### config.mk
export PLATFORM = sky130hd
export DESIGN_NAME = multicycle_control
export DESIGN_NICKNAME = d
export VERILOG_FILES = /design/src/rtl/multicycle_control.sv
export SDC_FILE = /design/constraint.sdc
export NUM_CORES = 1
export LEC_CHECK = 0
export CAP_MARGIN = 20
export CORE_AREA = 5 5 62 64
export CTS_CLUSTER_SIZE = 40
export DETAILED_ROUTE_END_ITERATION = 7
export DIE_AREA = 0 0 67 69
export PLACE_DENSITY = 0.73
export REMOVE_ABC_BUFFERS = 1
export SETUP_SLACK_MARGIN = 0.5
export SYNTH_ARGS = -nofsm -noshare
export SYNTH_HDL_FRONTEND = slang
export SYNTH_SLANG_ARGS = --single-unit
export TNS_END_PERCENT = 30
### constraint.sdc
create_clock -name clk -period 2.4 [get_ports clk]
set_input_delay 0.24 -clock clk [delete_from_list [all_inputs] [get_ports clk]]
set_output_delay 0.24 -clock clk [all_outputs]
set_load 0.01 [all_outputs]
### src/rtl/multicycle_control.sv
`default_nettype none
// multicycle_control: control FSM for a multicycle MIPS-subset datapath (R-type, lw, sw, beq, j).
// Rev 1.0 -- initial release.
module multicycle_control #(
  parameter int RETIRE_W = 16
) (
  input  logic                clk,
  input  logic                reset,
  input  logic [5:0]          opcode,
  input  logic [5:0]          funct,
  input  logic                mem_ready,
  output logic                PCWrite,
  output logic                PCWriteCond,
  output logic                IorD,
  output logic                MemRead,
  output logic                MemWrite,
  output logic                MemtoReg,
  output logic                IRWrite,
  output logic                ALUSrcA,
  output logic                RegWrite,
  output logic                RegDst,
  output logic [1:0]          ALUSrcB,
  output logic [1:0]          PCSource,
  output logic [2:0]          ALUOp,
  output logic [3:0]          state,
  output logic                illegal,
  output logic [RETIRE_W-1:0] retired
);

  typedef enum logic [3:0] {
    S_FETCH  = 4'd0,
    S_DECODE = 4'd1,
    S_MEMADR = 4'd2,
    S_MEMRD  = 4'd3,
    S_MEMWB  = 4'd4,
    S_MEMWR  = 4'd5,
    S_EXEC   = 4'd6,
    S_RWB    = 4'd7,
    S_BRANCH = 4'd8,
    S_JUMP   = 4'd9
  } state_t;

  localparam logic [5:0] OP_RTYPE = 6'b000000;
  localparam logic [5:0] OP_LW    = 6'b100011;
  localparam logic [5:0] OP_SW    = 6'b101011;
  localparam logic [5:0] OP_BEQ   = 6'b000100;
  localparam logic [5:0] OP_J     = 6'b000010;

  localparam logic [2:0] ALU_ADD = 3'b000;
  localparam logic [2:0] ALU_SUB = 3'b001;
  localparam logic [2:0] ALU_AND = 3'b010;
  localparam logic [2:0] ALU_OR  = 3'b011;
  localparam logic [2:0] ALU_XOR = 3'b100;

  localparam logic [RETIRE_W-1:0] RETIRE_ONE = {{(RETIRE_W-1){1'b0}}, 1'b1};

  state_t              state_q, state_d;
  logic [RETIRE_W-1:0] retired_q, retired_d;
  logic                retire;
  logic                op_valid;
  logic                funct_valid;
  logic [2:0]          funct_aluop;

  always_comb begin
    op_valid = 1'b1;
    case (opcode)
      OP_RTYPE, OP_LW, OP_SW, OP_BEQ, OP_J: op_valid = 1'b1;
      default:                              op_valid = 1'b0;
    endcase

    funct_valid = 1'b1;
    funct_aluop = ALU_ADD;
    case (funct)
      6'b100000: funct_aluop = ALU_ADD;
      6'b100010: funct_aluop = ALU_SUB;
      6'b100100: funct_aluop = ALU_AND;
      6'b100101: funct_aluop = ALU_OR;
      6'b100110: funct_aluop = ALU_XOR;
      default:   funct_valid = 1'b0;
    endcase
  end

  always_comb begin
    state_d = state_q;
    retire  = 1'b0;
    case (state_q)
      S_FETCH:  if (mem_ready) state_d = S_DECODE;
      S_DECODE: begin
        case (opcode)
          OP_RTYPE:     state_d = S_EXEC;
          OP_LW, OP_SW: state_d = S_MEMADR;
          OP_BEQ:       state_d = S_BRANCH;
          OP_J:         state_d = S_JUMP;
          default:      state_d = S_FETCH;
        endcase
      end
      S_MEMADR: begin
        if (opcode == OP_LW)      state_d = S_MEMRD;
        else if (opcode == OP_SW) state_d = S_MEMWR;
        else                      state_d = S_FETCH;
      end
      S_MEMRD:  if (mem_ready) state_d = S_MEMWB;
      S_MEMWR: begin
        if (mem_ready) begin
          state_d = S_FETCH;
          retire  = 1'b1;
        end
      end
      S_EXEC:   state_d = funct_valid ? S_RWB : S_FETCH;
      S_MEMWB, S_RWB, S_BRANCH, S_JUMP: begin
        state_d = S_FETCH;
        retire  = 1'b1;
      end
      default:  state_d = S_FETCH;
    endcase
    retired_d = retire ? retired_q + RETIRE_ONE : retired_q;
  end

  always_ff @(posedge clk or negedge reset) begin
    if (!reset) begin
      state_q   <= S_FETCH;
      retired_q <= '0;
    end else begin
      state_q   <= state_d;
      retired_q <= retired_d;
    end
  end

  // Strobes are held low while reset is asserted so an aborted instruction cannot write anything.
  always_comb begin
    PCWrite     = 1'b0;
    PCWriteCond = 1'b0;
    IorD        = 1'b0;
    MemRead     = 1'b0;
    MemWrite    = 1'b0;
    MemtoReg    = 1'b0;
    IRWrite     = 1'b0;
    ALUSrcA     = 1'b0;
    RegWrite    = 1'b0;
    RegDst      = 1'b0;
    ALUSrcB     = 2'b00;
    PCSource    = 2'b00;
    ALUOp       = ALU_ADD;
    illegal     = 1'b0;
    if (reset) begin
      case (state_q)
        S_FETCH: begin
          MemRead = 1'b1;
          ALUSrcB = 2'b01;
          IRWrite = mem_ready;
          PCWrite = mem_ready;
        end
        S_DECODE: begin
          ALUSrcB = 2'b11;
          illegal = ~op_valid;
        end
        S_MEMADR: begin
          ALUSrcA = 1'b1;
          ALUSrcB = 2'b10;
        end
        S_MEMRD: begin
          MemRead = 1'b1;
          IorD    = 1'b1;
        end
        S_MEMWB: begin
          MemtoReg = 1'b1;
          RegWrite = 1'b1;
        end
        S_MEMWR: begin
          MemWrite = 1'b1;
          IorD     = 1'b1;
        end
        S_EXEC: begin
          ALUSrcA = 1'b1;
          ALUOp   = funct_aluop;
          illegal = ~funct_valid;
        end
        S_RWB: begin
          RegDst   = 1'b1;
          RegWrite = 1'b1;
        end
        S_BRANCH: begin
          ALUSrcA     = 1'b1;
          ALUOp       = ALU_SUB;
          PCWriteCond = 1'b1;
          PCSource    = 2'b01;
        end
        S_JUMP: begin
          PCWrite  = 1'b1;
          PCSource = 2'b10;
        end
        default: ;
      endcase
    end
  end

  assign state   = state_q;
  assign retired = retired_q;

endmodule
`default_nettype wire

==> run summary <==
In this run, synthesis inferred 0 flip-flops with an integrated enable. The post-synthesis async set-or-reset flop share was 1.00; the number of standard cells in the final layout excluding fillers was 264. The area overhead of the layout relative to synthesis came out at 58.4%.

The number of cells traversed by the worst register-to-register path was 5. Once placement completed, the tool counted placed cells totaling 246. In the synthesized netlist the dominant register cell turns out to be sky130_fd_sc_hd__dfrtp_1. The die extent in x is 67 um, and the mean routed wirelength per cell is 15.1 um. Entering global routing, the biggest net connects 21 pins. Across the run, the number of max-cap violations was 0. The logs give 1436 for the total number of vias and 3230 um^2 for the core area. Summing every instance area after synthesis gives 1320 um^2. The via count normalized by instance count came out at 5.44. The detailed router finished its first iteration with 76 violations. Input and output buffers added on the ports amount to 52. The count of mapped cells out of synthesis came out at 151. The final layout contains routed wiring with a total length of 3.98 mm.

The synthesized design contains 20 register bits. TritonCTS built the clock tree. Yosys instantiated no cell more often than sky130_fd_sc_hd__dfrtp_1. The classification of the worst-slack hold path was primary input to async pin. The number of levels in the clock H-tree was 1. Total count of max-transition violations in the final report: 0. The number of failing hold endpoints at the final stage is 0. Setup repair after global routing could not meet its margin everywhere.

The logs give 6.78 mm for the global-route wire length before repair and 0.31 ns for the latest clock arrival within the worst-skew pair. The logs give 0.181 for the overall track demand over capacity in global routing and 20 for the total clock sinks. The synthesized netlist contains 40 unique library cells. The final total negative setup slack was 0 ns. The number of setup violations in the final report is 0. For the pin with the worst max-slew slack, the measured transition is 0.492 ns. For the worst setup path, the data required time is 2.16 ns. The number of design rule violations left after detail routing was 0. The tools report the peak ir drop on the vdd network as 379 uV. The flow ran to the end, and the final reports show no timing, DRC or antenna violations. The startpoint identified for the worst register-to-register timing path is state[1].

STA classifies the critical path startpoint as a register. The initial core utilization was 0.409; the relative slew slack was 0.664. At the end of the flow, the number of nets in the layout was 235. After layout, the minimum clock period comes to 2.16 ns.

After clock tree synthesis, the clock-pin slew on the worst setup and hold paths is 0.12 ns. Sorting the synthesized cells by area gives the leading types as sky130_fd_sc_hd__dfrtp_1, sky130_fd_sc_hd__xor2_1, sky130_fd_sc_hd__nor2_1. By startpoint and endpoint, the worst setup path is classified as register to output pin. Layout cell share with drive strength beyond 1: 0.206. In this run, post-CTS hold repair placed 0 buffers. For the worst setup path, the data arrival time is 1.92 ns. Endpoint class of the critical path: an output pin. The share of the core filled with cells is 0.648. The total CTS buffers was 3. The biggest area contributor in the post-synthesis netlist is sky130_fd_sc_hd__dfrtp_1. The detail route stage leaves a number of antenna-violating nets equal to 0. The logs give 0.379 for the register area share after synthesis and 0.52 ns for the reg2reg setup slack. The weighted congestion reported at the end of routability-driven placement was 0.820; the achievable clock frequency was 0.463 GHz. For the final database, setup skew stands at 0.00302 ns.

The Yosys step of the flow raised 0 warnings. The top-area cell type share of the netlist area came out at 0.379. By count the netlist is led by sky130_fd_sc_hd__dfrtp_1, sky130_fd_sc_hd__xor2_1, sky130_fd_sc_hd__nor2_1, sky130_fd_sc_hd__nand2_1, sky130_fd_sc_hd__nand3_1. The tools report the initial antenna violation count as 0. The cell sitting at the root of the clock tree is a sky130_fd_sc_hd__clkbuf_4. The largest fanout on the critical path was 7; the detailed-routing iteration count for the pre-antenna-repair pass was 4.

The endpoint identified for the worst register-to-register timing path is retired[1]. Fill cells in the final layout number 261. The total half-perimeter wirelength after legalization and detailed placement was 2.90 mm; the total power per unit cell area was 504 nW/um^2.

The logs give 53 for the boundary pin count and 2 for the maximum buffer depth of the clock tree. The repair_antennas step left the layout with diodes totalling 0. In this run the static leakage power is 0.949 nW. The die covers 4620 um^2. For this run the aggregate overflow at the end of global routing stands at 0. The final cycle utilization of the critical path works out to 0.900. The floorplan has 21 rows.

The via count of the first global-routing pass came out at 1387. A synthesized cell averages 8.75 um^2. The floorplan step set the die height to 69 um.
==> worst max-delay path, cell delays in order (launching register included) <==
cell and delay, ns:
sky130_fd_sc_hd__dfrtp_2 0.47, sky130_fd_sc_hd__buf_4 0.14, sky130_fd_sc_hd__nand3_1 0.11, sky130_fd_sc_hd__nor3_2 0.22
sky130_fd_sc_hd__a31o_2 0.15, sky130_fd_sc_hd__clkdlybuf4s50_1 0.52
==> area by class of cell <==
type	instances	area, um^2	share of cell area
Tap cell	46	57.6	0.0275
Timing Repair Buffer	71	668	0.319
Sequential cell	20	504	0.241
Clock buffer	4	36.3	0.0173
Multi-Input combinational cell	119	812	0.388
Inverter	4	15.0	0.00717
==> state kept, by name, summed over array words and instances, names as in the netlist <==
signal and flops:
retired 16, state 4
==> logic make-up after synthesis <==
kind of cell    after synthesis  synth area share
simple gates                 78             0.329
buf+inv                      12            0.0464
xor+xnor                     17             0.113
compound gates               22             0.116
fa+ha+maj                     1           0.00947
mux                           1           0.00852
flops                        20             0.379
==> layer usage <==
metal / wire length (um) / vias up / GRT usage
li1: - / 686 / -
met1: 1660 / 695 / 0.241
met2: 2110 / 48 / 0.302
met3: 160 / 7 / 0.0390
met4: 38 / 0 / 0.0270
met5: 0 / - / 0
==> how the worst max path moves through the flow <==
stage / to / startpoint / depth (start not counted)
after global routing: ALUOp[0] / state[2] / 5
after CTS: PCWrite / state[2] / 5
after detailed placement: illegal / opcode[3] / 6
after floorplan: retired[1] / state[0] / 3
after global placement: illegal / opcode[3] / 6
final: ALUOp[0] / state[3] / 5
==> power by group <==
| group | internal, mW | switching, mW |
|---|---|---|
| sequential | 0.369 | 0.0444 |
| clock | 0.0926 | 0.110 |
| combinational | 0.216 | 0.223 |
| total | 0.677 | 0.378 |
==> what timing repair did <==
| item | 4_1_cts | 5_1_grt |
|---|---|---|
| pin swaps | 0 | 0 |
| endpoints found under the setup margin | 19 | 21 |
| gates resized for setup | 22 | 10 |
| hold endpoints to repair | 0 | 0 |
| setup buffers | 11 | 3 |
==> through the flow <==
| stage | setup WS (ns) | instance area, um^2 | total power, mW | hold WS, ns |
|---|---|---|---|---|
| final | 0.241 | 2090 | 1.06 | 0.0849 |
| after global routing | 0.0718 | 2090 | 1.12 | 0.127 |
| after CTS | 0.214 | 2030 | 1.04 | 0.423 |
| after detailed placement | 0.0324 | 1890 | 0.824 | 0.465 |
| after global placement | 0.0736 | 1890 | 0.815 | 0.457 |
| after floorplan | 0.439 | 1270 | 0.605 | -0.0556 |
==> layout by cell type (no fill, tap or decap), drive strengths merged, types with 2 or more instances in the layout <==
cell | Yosys | layout
or3 | 2 | 2
nor2 | 13 | 13
nor4 | 8 | 8
clkdlybuf4s50 | 0 | 41
or3b | 2 | 2
xnor2 | 3 | 3
dlymetal6s2s | 0 | 3
nand2b | 6 | 6
dfrtp | 20 | 20
nand2 | 12 | 12
a2111oi | 2 | 2
nor4b | 2 | 2
a21oi | 4 | 4
o22ai | 2 | 2
inv | 4 | 4
nand3 | 9 | 9
nor3b | 4 | 4
nor3 | 7 | 7
xor2 | 14 | 14
o21ai | 6 | 6
nand4 | 3 | 3
or2 | 3 | 3
nor2b | 2 | 2
and4 | 2 | 2
dlygate4sd2 | 0 | 5
buf | 4 | 20
clkbuf | 4 | 5
Note: power is estimated with default switching activity, not from simulation.
